File: src/rtl/forwarding_hazard_unit.sv
// Operand bypass select and load-use stall/bubble control for the pipelined RISC-V core.
// Optional performance counters are enabled with the HAZARD_PERF_CNT_EN macro.
module forwarding_hazard_unit #(
  parameter int REG_ADDR_W = 5,
  parameter int NUM_SRC    = 2,
  parameter int LOAD_LAT   = 1,
  parameter int CNT_W      = 16
) (
  input  logic                          clk,
  input  logic                          reset,
  input  logic [NUM_SRC*REG_ADDR_W-1:0] rs_id_i,
  input  logic [NUM_SRC-1:0]            src_used_id_i,
  input  logic [NUM_SRC*REG_ADDR_W-1:0] rs_ex_i,
  input  logic [REG_ADDR_W-1:0]         rd_ex_i,
  input  logic                          mem_read_ex_i,
  input  logic [REG_ADDR_W-1:0]         rd_mem_i,
  input  logic                          reg_write_mem_i,
  input  logic [REG_ADDR_W-1:0]         rd_wb_i,
  input  logic                          reg_write_wb_i,
  input  logic                          flush_i,
  output logic [2*NUM_SRC-1:0]          sel_o,
  output logic                          stall_o,
`ifdef HAZARD_PERF_CNT_EN
  output logic [CNT_W-1:0]              stall_cnt_o,
  output logic [CNT_W-1:0]              fwd_cnt_o,
`endif
  output logic                          bubble_o
);

  localparam int CNT_LW = $clog2(LOAD_LAT + 1);

  typedef enum logic {
    IDLE,
    STALL
  } state_t;

  state_t              r_state;
  logic [CNT_LW-1:0]   r_cnt;
  logic [2*NUM_SRC-1:0] w_sel;
  logic                w_hit;
  logic                w_stall;

  // MEM result is younger than WB, so it wins when both match; x0 never forwards.
  always_comb begin
    w_sel = '0;
    for (int k = 0; k < NUM_SRC; k++) begin
      if (reg_write_mem_i && (rd_mem_i != '0) &&
          (rs_ex_i[k*REG_ADDR_W +: REG_ADDR_W] == rd_mem_i)) begin
        w_sel[2*k +: 2] = 2'b01;
      end else if (reg_write_wb_i && (rd_wb_i != '0) &&
                   (rs_ex_i[k*REG_ADDR_W +: REG_ADDR_W] == rd_wb_i)) begin
        w_sel[2*k +: 2] = 2'b10;
      end
    end
  end

  always_comb begin
    w_hit = 1'b0;
    for (int k = 0; k < NUM_SRC; k++) begin
      if (src_used_id_i[k] && (rs_id_i[k*REG_ADDR_W +: REG_ADDR_W] == rd_ex_i)) begin
        w_hit = 1'b1;
      end
    end
    w_hit = w_hit && mem_read_ex_i && (rd_ex_i != '0);
  end

  // Outputs are gated by reset so they fall immediately when reset asserts.
  assign w_stall  = reset && !flush_i && ((r_state == STALL) || w_hit);
  assign stall_o  = w_stall;
  assign bubble_o = w_stall;
  assign sel_o    = reset ? w_sel : '0;

  // The first stall cycle is covered by the IDLE hit; STALL supplies the remaining LOAD_LAT-1.
  always_ff @(posedge clk or negedge reset) begin
    if (!reset) begin
      r_state <= IDLE;
      r_cnt   <= '0;
    end else if (flush_i) begin
      r_state <= IDLE;
      r_cnt   <= '0;
    end else begin
      case (r_state)
        IDLE: begin
          if (w_hit && (LOAD_LAT > 1)) begin
            r_state <= STALL;
            r_cnt   <= CNT_LW'(LOAD_LAT - 1);
          end
        end
        STALL: begin
          r_cnt <= r_cnt - 1'b1;
          if (r_cnt == CNT_LW'(1)) begin
            r_state <= IDLE;
          end
        end
        default: begin
          r_state <= IDLE;
          r_cnt   <= '0;
        end
      endcase
    end
  end

`ifdef HAZARD_PERF_CNT_EN
  logic [CNT_W-1:0] r_stall_cnt;
  logic [CNT_W-1:0] r_fwd_cnt;

  // Both counters saturate at all-ones instead of wrapping.
  always_ff @(posedge clk or negedge reset) begin
    if (!reset) begin
      r_stall_cnt <= '0;
      r_fwd_cnt   <= '0;
    end else begin
      if (w_stall && (r_stall_cnt != '1)) begin
        r_stall_cnt <= r_stall_cnt + 1'b1;
      end
      if ((w_sel != '0) && (r_fwd_cnt != '1)) begin
        r_fwd_cnt <= r_fwd_cnt + 1'b1;
      end
    end
  end

  assign stall_cnt_o = r_stall_cnt;
  assign fwd_cnt_o   = r_fwd_cnt;
`endif

endmodule
File: config.mk
export PLATFORM = sky130hd
export DESIGN_NAME = forwarding_hazard_unit
export DESIGN_NICKNAME = d
export VERILOG_FILES = /design/src/rtl/forwarding_hazard_unit.sv
export SDC_FILE = /design/constraint.sdc
export NUM_CORES = 1
export LEC_CHECK = 0
export BUFFER_PORTS_ARGS = -buffer_cell sky130_fd_sc_hd__clkbuf_2
export CAP_MARGIN = 5
export CORE_MARGIN = 2
export CORE_UTILIZATION = 38
export DETAILED_ROUTE_END_ITERATION = 12
export PLACE_DENSITY = 0.9
export SKIP_LAST_GASP = 1
export SLEW_MARGIN = 30
export SYNTH_ARGS = -nofsm -noshare
export SYNTH_HDL_FRONTEND = slang
export SYNTH_SLANG_ARGS = --single-unit
File: constraint.sdc
create_clock -name clk -period 1.8 [get_ports clk]
set_input_delay 0.09 -clock clk [delete_from_list [all_inputs] [get_ports clk]]
set_output_delay 0.09 -clock clk [all_outputs]
set_load 0.01 [all_outputs]
==> results of run 1 <==
## final cells by class
type | count | area, µm²
fill | 124 | 482
timing repair buffer | 49 | 250
tap | 15 | 18.8
multi-input combinational | 56 | 442
clock buffer | 3 | 22.5
inverter | 1 | 3.75
sequential | 2 | 50.0
## per-layer routing
| metal | GRT usage [%] | up-vias | share of wire, % |
|---|---|---|---|
| li1 | - | 324 | - |
| met1 | 20.3 | 288 | 39 |
| met2 | 36.9 | 10 | 58 |
| met3 | 7.22 | 2 | 2.1 |
| met4 | 12.5 | 0 | 0.81 |
| met5 | 0 | - | 0 |
## path summary, 6_finish.rpt
| kind | start | end | slack, ps | depth (start not counted) |
|---|---|---|---|---|
| worst min register to register | r_cnt$_DFFE_PN0P_ | r_state$_DFF_PN0_ | 450 | 1 |
| min in group asynchronous | reset | r_cnt$_DFFE_PN0P_ | 290 | 2 |
| worst max register to register | r_state$_DFF_PN0_ | r_cnt$_DFFE_PN0P_ | 1070 | 2 |
| worst min-delay path | flush_i | r_cnt$_DFFE_PN0P_ | 60 | 2 |
| max in group asynchronous | reset | r_state$_DFF_PN0_ | 1390 | 2 |
| worst max-delay path | rd_mem_i[4] | sel_o[3] | 320 | 6 |
## through the flow
| step | hold slack, ps | cell area [µm²] | worst slack, ps |
|---|---|---|---|
| 3_3_place_gp | -84.8 | 754 | 336 |
| 4_1_cts | 49.0 | 787 | 304 |
| 6_report | 55.7 | 787 | 319 |
| 2_1_floorplan | -206 | 503 | 536 |
| 5_1_grt | 59.8 | 787 | 220 |
| 3_5_place_dp | -79.8 | 754 | 300 |
## sequential cells by signal (all words and copies together) (netlist names)
name / flops
r_cnt: 1
r_state: 1
## repair_timing
item,CTS,global route
resized for setup,0,0
endpoints found under the hold margin,2,0
hold buffers,1,0
## worst reg2reg max path, cell delays in order, from the launching register on
cell,delay (ps)
dfrtp_1,390
xnor2_1,160
nor2_1,60
## kinds of logic after synthesis
logic type | count (synthesis) | share of synthesized area, %
XOR/XNOR | 31 | 54.0
AND/OR/NAND/NOR | 20 | 26.1
AO/OA/AOI/OAI | 5 | 7.71
flip-flops | 2 | 9.95
buffers and inverters | 2 | 2.24
## synthesized netlist by cell type (2+ instances only)
cell type,number
xor2_1,20
xnor2_1,11
nand3_1,4
nor4_1,4
or4_1,3
and2_1,2
dfrtp_1,2
nor3_1,2
## power by group
part	internal [µW]	leakage, µW	switching [µW]
clock	73.3	0.0000138	22.9
combinational	75.0	0.000348	66.7
sequential	45.3	0.0000280	0.0000000000000365
total	194	0.000389	89.6
==> impl_metrics.sql, run 1 <==
INSERT INTO impl_metrics (metric_group, metric, value, unit) VALUES
('synthesis', 'synth_edf_count', '0', ''),
('timing', 'rsz0062_at_grt', 'false', ''),
('synthesis', 'synth_async_sr_flop_share', '100', '%'),
('synthesis', 'post-synth-top-area-cell', 'xor2_1', ''),
('global_routing', 'gr-usage-all-layers', '20.8', '%'),
('synthesis', 'ys_warn_count', '0', ''),
('place', 'io_buffers', '48', ''),
('global_routing', 'gr-total-overflow', '0', ''),
('route', 'post-route-drc-count', '0', ''),
('timing', 'achievable-frequency', '675', 'MHz'),
('die', 'placeableCoreArea', '1270', 'µm²'),
('run', 'max_cap_violations', '0', ''),
('clocking', 'cts_setup_buffers', '0', ''),
('clocking', 'cts.htree.levels', '1', ''),
('synthesis', 'yosys-top-cells-area', 'xor2_1, xnor2_1, dfrtp_1', ''),
('global_routing', 'grt_start_max_net_pins', '7', ''),
('die', 'chipHeight', '40.4', 'µm'),
('cells_and_area', 'post_route_cells_drive_above_1_share', '48.6', '%'),
('cells_and_area', 'area_delta_synth_final', '56.5', '%'),
('timing', 'final.setup.tns', '0', 'ps'),
('cells_and_area', 'final_common_cell', 'clkbuf_2', ''),
('clocking', 'cts_tree', 'built', ''),
('power_and_ir_drop', 'power_density', '360', 'nW/µm²'),
('worst_setup_path', 'max_stage_delay', '540', 'ps'),
('worst_setup_path', 'worst_setup_path_start_kind', 'input port', ''),
('clocking', 'ctsRootBufferMaster', 'clkbuf_4', ''),
('cells_and_area', 'final_cell_mix', 'clkbuf_2, xor2_1, xnor2_1', ''),
('die', 'fp.dieArea', '1630', 'µm²'),
('worst_setup_path', 'cp_top_family', 'simple AND/OR/NAND/NOR gates', ''),
('route', 'wl', '1490', 'µm'),
('power_and_ir_drop', 'worst_ir_drop_vdd', '218', 'µV'),
('synthesis', 'flip_flop_and_latch_count_after_synthesis', '2', ''),
('synthesis', 'yosys_most_used_dff', 'dfrtp_1', ''),
('cells_and_area', 'final_net_count', '156', ''),
('synthesis', 'synth_area', '503', 'µm²'),
('worst_setup_path', 'worstPathCellList', 'clkbuf_2 -> or4_4 -> o21ai_2 -> nor4_1 -> nor4_2 -> clkbuf_2', ''),
('global_routing', 'first_global_vias', '596', ''),
('timing', 'timing.final.crit_share', '82.3', '%'),
('die', 'floorplan.initialDensity', '39.6', '%'),
('route', 'vias_per_cell', '4.95', ''),
('clocking', 'clkLatencyLatePin', '220', 'ps'),
('global_routing', 'antenna_found_initial', '0', ''),
('die', 'die_span_in_x', '40.4', 'µm'),
('power_and_ir_drop', 'post-layout-total-power', '283', 'µW'),
('route', 'vias', '624', ''),
('die', 'core.rowCount', '13', ''),
('synthesis', 'netlist.area_leader.share', '34.8', '%'),
('synthesis', 'synthDistinctLibCells', '20', ''),
('route', 'antenna_left', '0', ''),
('clocking', 'cts_buffer_depth', '2', ''),
('cells_and_area', 'stdcell_count', '126', ''),
('synthesis', 'mappedNetlistNets', '103', ''),
('global_routing', 'grt_first_pass_wirelength', '2230', 'µm'),
('worst_setup_path', 'timing.critical_path.fanout_max', '3', ''),
('place', 'place.gp.congestion', '0.949', ''),
('synthesis', 'syn_inst', '60', ''),
('timing', 'finalCriticalPeriod', '1480', 'ps'),
('synthesis', 'ys_seq_area_share', '9.95', '%'),
('worst_setup_path', 'timing.critical_path.slowest_stage_cell', 'or4_4', ''),
('timing', 'timing.final.max_slew_violations', '0', ''),
('timing', 'setup-violations-final', '0', ''),
('place', 'cell_count_after_placement', '122', ''),
('hold_path', 'timing.hold.worst.class', 'input port to flip-flop', ''),
('route', 'drt-pass1-iter-count', '4', ''),
('cells_and_area', 'fin_util', '62.0', '%'),
('timing', 'timing.clock.skew', '1.91', 'ps'),
('outcome', 'status', 'finished clean', ''),
('synthesis', 'synth_area_per_cell', '8.38', 'µm²'),
('die', 'io_pins', '49', ''),
('worst_setup_path', 'critPathMostFrequentCell', 'clkbuf_2', ''),
('worst_setup_path', 'timing.critical_path.arrival', '1390', 'ps');
(Power assumes the default switching activity.)
==> inputs of run 2 (changes only) <==
--- a/config.mk
+++ b/config.mk
@@ -8,9 +8,9 @@
 export BUFFER_PORTS_ARGS = -buffer_cell sky130_fd_sc_hd__clkbuf_2
 export CAP_MARGIN = 5
 export CORE_MARGIN = 2
-export CORE_UTILIZATION = 38
+export CORE_UTILIZATION = 35
 export DETAILED_ROUTE_END_ITERATION = 12
-export PLACE_DENSITY = 0.9
+export PLACE_DENSITY = 0.84
 export SKIP_LAST_GASP = 1
 export SLEW_MARGIN = 30
 export SYNTH_ARGS = -nofsm -noshare
==> constraint.sdc (replaced) <==
create_clock -name clk -period 1.5 [get_ports clk]
set_input_delay 0.075 -clock clk [delete_from_list [all_inputs] [get_ports clk]]
set_output_delay 0.075 -clock clk [all_outputs]
set_load 0.01 [all_outputs]
==> run 2 against run 1 <==
Net effect:
- non-clock buffer count grew 3
- worst hold slack gained 1.2 ps
- combinational power grew 26%
- count of clock-buffer cells in the layout is the same
- largest power group unchanged
==> impl_metrics.sql, run 2 (synthesized netlist as in run 1, its figures left out) <==
INSERT INTO impl_metrics (metric_group, metric, value, unit) VALUES
('route', 'post-route-drc-count', '0', ''),
('place', 'postPlaceCellArea', '777', 'µm²'),
('cells_and_area', 'num_antenna_cells', '0', ''),
('cells_and_area', 'largestRegisters', 'r_cnt (1), r_state (1)', ''),
('global_routing', 'gr-usage-all-layers', '20.3', '%'),
('worst_setup_path', 'cp_data_required_time', '1420', 'ps'),
('route', 'antenna_left', '0', ''),
('route', 'drt-pass1-iter-count', '4', ''),
('die', 'io_pins', '49', ''),
('clocking', 'cts_buffer_depth', '2', ''),
('cells_and_area', 'fin_util', '62.0', '%'),
('global_routing', 'grt_start_max_net_pins', '7', ''),
('cells_and_area', 'final_common_cell', 'clkbuf_2', ''),
('clocking', 'numClockSinks', '2', ''),
('route', 'vias_per_cell', '4.98', ''),
('clocking', 'number_of_buffers_created_by_cts', '3', ''),
('outcome', 'status', 'finished clean', ''),
('global_routing', 'gr-total-overflow', '0', ''),
('die', 'placeableCoreArea', '1320', 'µm²'),
('die', 'chipHeight', '41.9', 'µm'),
('timing', 'slew_headroom', '72.3', '%'),
('clocking', 'clk_pin_slew', '30', 'ps'),
('cells_and_area', 'stdcell_count', '129', ''),
('global_routing', 'first_global_vias', '681', ''),
('die', 'fp.dieArea', '1760', 'µm²'),
('worst_setup_path', 'worst_setup_path_start_kind', 'input port', ''),
('hold_path', 'timing.hold.worst.class', 'input port to flip-flop', ''),
('timing', 'timing.final.max_slew_violations', '0', ''),
('cells_and_area', 'area_delta_synth_final', '62.4', '%'),
('worst_setup_path', 'timing.critical_path.arrival', '1350', 'ps'),
('run', 'max_cap_violations', '0', ''),
('place', 'cell_count_after_placement', '125', ''),
('timing', 'finalCriticalPeriod', '1430', 'ps'),
('place', 'io_buffers', '48', ''),
('route', 'initialDrtViolationCount', '14', ''),
('clocking', 'ctsRootBufferMaster', 'clkbuf_4', ''),
('clocking', 'cts_tree', 'built', ''),
('timing', 'post-route-worst-setup-slack', '74.9', 'ps'),
('cells_and_area', 'final_cell_mix', 'clkbuf_2, xor2_1, xnor2_1', ''),
('timing', 'timing.clock.skew', '4.15', 'ps'),
('worst_setup_path', 'timing.critical_path.fanout_max', '3', ''),
('cells_and_area', 'post_route_cells_drive_above_1_share', '50.0', '%'),
('timing', 'setup-violations-final', '0', ''),
('cells_and_area', 'postLayoutCellArea', '817', 'µm²'),
('clocking', 'cts.htree.levels', '1', ''),
('global_routing', 'antenna_found_initial', '0', ''),
('route', 'wl', '1620', 'µm'),
('power_and_ir_drop', 'power_density', '426', 'nW/µm²'),
('route', 'vias', '643', ''),
('power_and_ir_drop', 'p_leak', '0.000405', 'µW'),
('global_routing', 'grt_first_pass_wirelength', '2850', 'µm'),
('die', 'die_span_in_x', '41.9', 'µm'),
('timing', 'worst_slew_pin_slew', '411', 'ps'),
('timing', 'timing.final.crit_share', '95.0', '%'),
('timing', 'timing_hold_violations_final', '0', ''),
('die', 'floorplan.initialDensity', '38.2', '%'),
('place', 'place.gp.congestion', '0.910', ''),
('worst_setup_path', 'critical_path.endpoint_type', 'output pin', ''),
('place', 'placement_setup_slack', '76.9', 'ps'),
('die', 'core.rowCount', '13', ''),
('route', 'wire_per_inst', '12.6', 'µm'),
('cells_and_area', 'fill_cells', '126', ''),
('clocking', 'clkLatencyLatePin', '220', 'ps'),
('power_and_ir_drop', 'worst_ir_drop_vdd', '547', 'µV'),
('timing', 'rsz0062_at_grt', 'true', ''),
('cells_and_area', 'final_net_count', '159', ''),
('clocking', 'cts_setup_buffers', '0', ''),
('timing', 'achievable-frequency', '702', 'MHz'),
('place', 'post-dp-hpwl', '1460', 'µm'),
('worst_setup_path', 'path_type_of_the_worst_setup_path', 'input port to output pin', '');
==> run 2: repair_timing <==
item,CTS,global route
setup endpoints to repair,0,3
hold buffers,1,0
resized for setup,0,3
hold endpoints to repair,2,0
==> run 2: cell type report <==
| class | instances | area [µm²] | share of cell area [%] |
|---|---|---|---|
| clock buffers | 3 | 22.5 | 2.76 |
| inverters | 1 | 3.75 | 0.459 |
| multi-input cells | 56 | 449 | 55.0 |
| flip-flops and latches | 2 | 50.0 | 6.13 |
| well taps | 15 | 18.8 | 2.30 |
| repair buffers | 52 | 273 | 33.4 |
==> run 2: where the power goes <==
group	leakage (µW)	switching, µW	total [µW]	internal, µW
clock	0.0000138	26.6	115	87.9
sequential	0.0000280	0.0000000000000431	54.4	54.4
combinational	0.000364	83.4	179	95.8
total	0.000405	110	348	238
==> run 2: through the flow <==
step | total power, µW | TNS (ps) | hold WS [ps]
after detailed placement | 230 | 0 | -19.2
final | 348 | 0 | 56.9
after CTS | 352 | 0 | 49.5
after floorplan | 129 | 0 | -221
after global routing | 383 | -2.69 | 62.2
after global placement | 225 | 0 | -16.7
==> run 2: worst max-delay path, cell delays in order <==
cell      delay [ps]
clkbuf_2         120
or4_1            520
o211ai_1         250
or4_1            190
nor4_2            40
buf_2            150
==> run 2: path summary, 6_finish.rpt <==
kind | cells after the start | slack [ps] | from | to
worst max-delay path | 6 | 70 | rd_wb_i[1] | sel_o[3]
worst min-delay path | 2 | 60 | flush_i | r_cnt$_DFFE_PN0P_
worst max register to register | 2 | 770 | r_state$_DFF_PN0_ | r_cnt$_DFFE_PN0P_
worst min register to register | 1 | 450 | r_cnt$_DFFE_PN0P_ | r_state$_DFF_PN0_
max in group asynchronous | 3 | 1090 | reset | r_cnt$_DFFE_PN0P_
min in group asynchronous | 3 | 300 | reset | r_state$_DFF_PN0_
==> run 2: layer usage <==
metal	track usage, %	up-vias	share of wire, %
met1	23.6	293	39
met3	5.65	2	6.0
met4	4.52	0	0.86
met5	0	-	0
met2	36.3	24	54
li1	-	324	-
==> inputs of run 3 (changes only) <==
--- a/config.mk
+++ b/config.mk
@@ -7,10 +7,9 @@
 export LEC_CHECK = 0
 export BUFFER_PORTS_ARGS = -buffer_cell sky130_fd_sc_hd__clkbuf_2
 export CAP_MARGIN = 5
-export CORE_MARGIN = 2
 export CORE_UTILIZATION = 35
 export DETAILED_ROUTE_END_ITERATION = 12
-export PLACE_DENSITY = 0.84
+export PLACE_DENSITY = 0.78
 export SKIP_LAST_GASP = 1
 export SLEW_MARGIN = 30
 export SYNTH_ARGS = -nofsm -noshare
==> run 3 against run 2 <==
Net effect:
- final area decreased by 1.8%
- sequential share of layout area up 0.11 points
- global-route usage up 0.38 points
- clock power grew 8%
- worst hold slack worse by 24 ps
- maximum frequency up 3.4%
- first-iteration DRC count down 36%
==> impl_metrics.sql, run 3 (synthesized netlist as in run 1, its figures left out) <==
INSERT INTO impl_metrics (metric_group, metric, value, unit) VALUES
('cells_and_area', 'num_antenna_cells', '0', ''),
('die', 'fp.dieArea', '1590', 'µm²'),
('cells_and_area', 'area_delta_synth_final', '59.5', '%'),
('place', 'placement_setup_slack', '81.9', 'ps'),
('worst_setup_path', 'timing.critical_path.slowest_stage_cell', 'or4_1', ''),
('worst_setup_path', 'timing.critical_path.arrival', '1300', 'ps'),
('timing', 'timing.final.max_slew_violations', '0', ''),
('die', 'io_pins', '49', ''),
('route', 'initialDrtViolationCount', '9', ''),
('place', 'post-dp-hpwl', '1310', 'µm'),
('cells_and_area', 'post_route_cells_drive_above_1_share', '49.6', '%'),
('worst_setup_path', 'worst_setup_path_start_kind', 'input port', ''),
('die', 'chipHeight', '39.9', 'µm'),
('global_routing', 'gr-total-overflow', '0', ''),
('global_routing', 'grt_start_max_net_pins', '7', ''),
('worst_setup_path', 'reg2reg_depth', '2', ''),
('power_and_ir_drop', 'switching_power', '114', 'µW'),
('cells_and_area', 'largestRegisters', 'r_cnt (1), r_state (1)', ''),
('clocking', 'number_of_buffers_created_by_cts', '3', ''),
('global_routing', 'gr-usage-all-layers', '20.6', '%'),
('cells_and_area', 'final_common_cell', 'clkbuf_2', ''),
('cells_and_area', 'final_cell_mix', 'clkbuf_2, xor2_1, xnor2_1', ''),
('route', 'vias_per_cell', '4.87', ''),
('outcome', 'status', 'finished clean', ''),
('global_routing', 'antenna_found_initial', '0', ''),
('timing', 'slew_headroom', '75.0', '%'),
('timing', 'setup-violations-final', '0', ''),
('clocking', 'clk_pin_slew', '30', 'ps'),
('power_and_ir_drop', 'power.switching_fraction', '32.6', '%'),
('clocking', 'cts.htree.levels', '1', ''),
('die', 'floorplan.initialDensity', '38.2', '%'),
('worst_setup_path', 'cp_data_required_time', '1420', 'ps'),
('worst_setup_path', 'critical_path.n_buffers_inverters', '2', ''),
('timing', 'achievable-frequency', '726', 'MHz'),
('timing', 'rsz0062_at_grt', 'false', ''),
('global_routing', 'grt_first_pass_wirelength', '2180', 'µm'),
('clocking', 'clkLatencyLatePin', '230', 'ps'),
('timing', 'timing_hold_violations_final', '0', ''),
('power_and_ir_drop', 'cellInternalPower', '236', 'µW'),
('worst_setup_path', 'max_stage_delay', '530', 'ps'),
('timing', 'post-route-worst-setup-slack', '122', 'ps'),
('worst_setup_path', 'critPathMostFrequentCell', 'or4_1', ''),
('power_and_ir_drop', 'power_density', '438', 'nW/µm²'),
('clocking', 'cts_tree', 'built', ''),
('power_and_ir_drop', 'p_leak', '0.000399', 'µW'),
('hold_path', 'worstHoldPathCells', '2', ''),
('route', 'vias', '623', ''),
('power_and_ir_drop', 'post-layout-total-power', '351', 'µW'),
('route', 'post-route-drc-count', '0', ''),
('route', 'wl', '1440', 'µm'),
('cells_and_area', 'fin_util', '60.9', '%'),
('place', 'io_buffers', '48', ''),
('clocking', 'ctsRootBufferMaster', 'clkbuf_4', ''),
('power_and_ir_drop', 'clock_power_share', '35.3', '%'),
('clocking', 'cts_buffer_depth', '2', ''),
('global_routing', 'first_global_vias', '562', ''),
('worst_setup_path', 'worstPathCellList', 'clkbuf_2 -> or4_1 -> o211ai_1 -> or4_1 -> nor4_2 -> buf_2', ''),
('worst_setup_path', 'reg2reg_to', 'r_cnt$_DFFE_PN0P_', ''),
('worst_setup_path', 'critical_path.endpoint_type', 'output pin', ''),
('worst_setup_path', 'timing.rr.start', 'r_state$_DFF_PN0_', ''),
('die', 'placeableCoreArea', '1320', 'µm²'),
('power_and_ir_drop', 'pwr-share-seq', '15.5', '%'),
('clocking', 'numClockSinks', '2', ''),
('clocking', 'cts_setup_buffers', '0', ''),
('cells_and_area', 'final_net_count', '158', ''),
('die', 'core.rowCount', '13', ''),
('timing', 'timing.clock.skew', '4.85', 'ps'),
('timing', 'timing.final.crit_share', '91.9', '%'),
('route', 'drt-pass1-iter-count', '2', ''),
('cells_and_area', 'fill_cells', '131', ''),
('timing', 'worst_slew_pin_slew', '372', 'ps'),
('run', 'max_cap_violations', '0', ''),
('hold_path', 'timing.hold.worst.class', 'input port to flip-flop', ''),
('worst_setup_path', 'slack_of_the_worst_reg_to_reg_path', '780', 'ps'),
('place', 'place.gp.congestion', '0.896', ''),
('worst_setup_path', 'path_type_of_the_worst_setup_path', 'input port to output pin', ''),
('route', 'antenna_left', '0', ''),
('die', 'die_span_in_x', '39.9', 'µm'),
('hold_path', 'holdCritStartpoint', 'flush_i', ''),
('route', 'wire_per_inst', '11.3', 'µm'),
('timing', 'finalCriticalPeriod', '1380', 'ps'),
('power_and_ir_drop', 'worst_ir_drop_vdd', '361', 'µV'),
('hold_path', 'worst_hold_path.endpoint', 'r_cnt$_DFFE_PN0P_', ''),
('power_and_ir_drop', 'combinational_share_of_power', '49.3', '%'),
('worst_setup_path', 'cp_top_family', 'simple AND/OR/NAND/NOR gates', ''),
('worst_setup_path', 'timing.critical_path.fanout_max', '3', ''),
('timing', 'final.setup.tns', '0', 'ps');
==> run 3: what timing repair did <==
action                                  CTS  global route
hold buffers                              1             0
resized for setup                         0             2
endpoints found under the setup margin    0             3
hold endpoints to repair                  2             0
==> run 3: how the worst max path moves through the flow <==
| stage | depth (start not counted) | start | to | slack, ps |
|---|---|---|---|---|
| 4_1_cts | 6 | reset | stall_o | 60 |
| 2_1_floorplan | 4 | rd_mem_i[4] | sel_o[3] | 270 |
| 5_1_grt | 6 | rd_wb_i[3] | sel_o[3] | 40 |
| 3_5_place_dp | 6 | rd_mem_i[0] | sel_o[3] | 80 |
| 3_3_place_gp | 6 | rd_mem_i[0] | sel_o[3] | 100 |
| 6_report | 6 | rd_wb_i[1] | sel_o[3] | 120 |
==> run 3: power groups by stage <==
stage | Clock, µW | Sequential (µW) | Combinational, µW
final | 124 | 54.3 | 173
after global routing | 136 | 54.3 | 191
after CTS | 133 | 54.3 | 175
after detailed placement | 0 | 54.9 | 172
after global placement | 0 | 54.9 | 169
after floorplan | 0 | 55.0 | 74.0
==> run 3: cell type report <==
class	count	area [µm²]	area share, %
clock buffers	3	22.5	2.81
well taps	15	18.8	2.34
repair buffers	51	265	33.1
inverters	1	3.75	0.468
flip-flops and latches	2	50.0	6.24
multi-input cells	56	442	55.1
==> run 3: routing by layer <==
metal | up-vias | track usage, % | wire (µm)
met5 | - | 0 | 0
met4 | 0 | 12.9 | 28
met3 | 4 | 2.84 | 37
met2 | 12 | 31.5 | 737
met1 | 284 | 26.8 | 639
li1 | 323 | - | -
==> run 3: metrics by stage <==
stage | hold WS, ps | instances | area [µm²]
finish | 33.1 | 128 | 802
global route | 48.0 | 128 | 802
CTS | 24.5 | 128 | 802
detailed placement | -17.0 | 124 | 769
global placement | -11.5 | 124 | 769
floorplan | -221 | 60 | 503
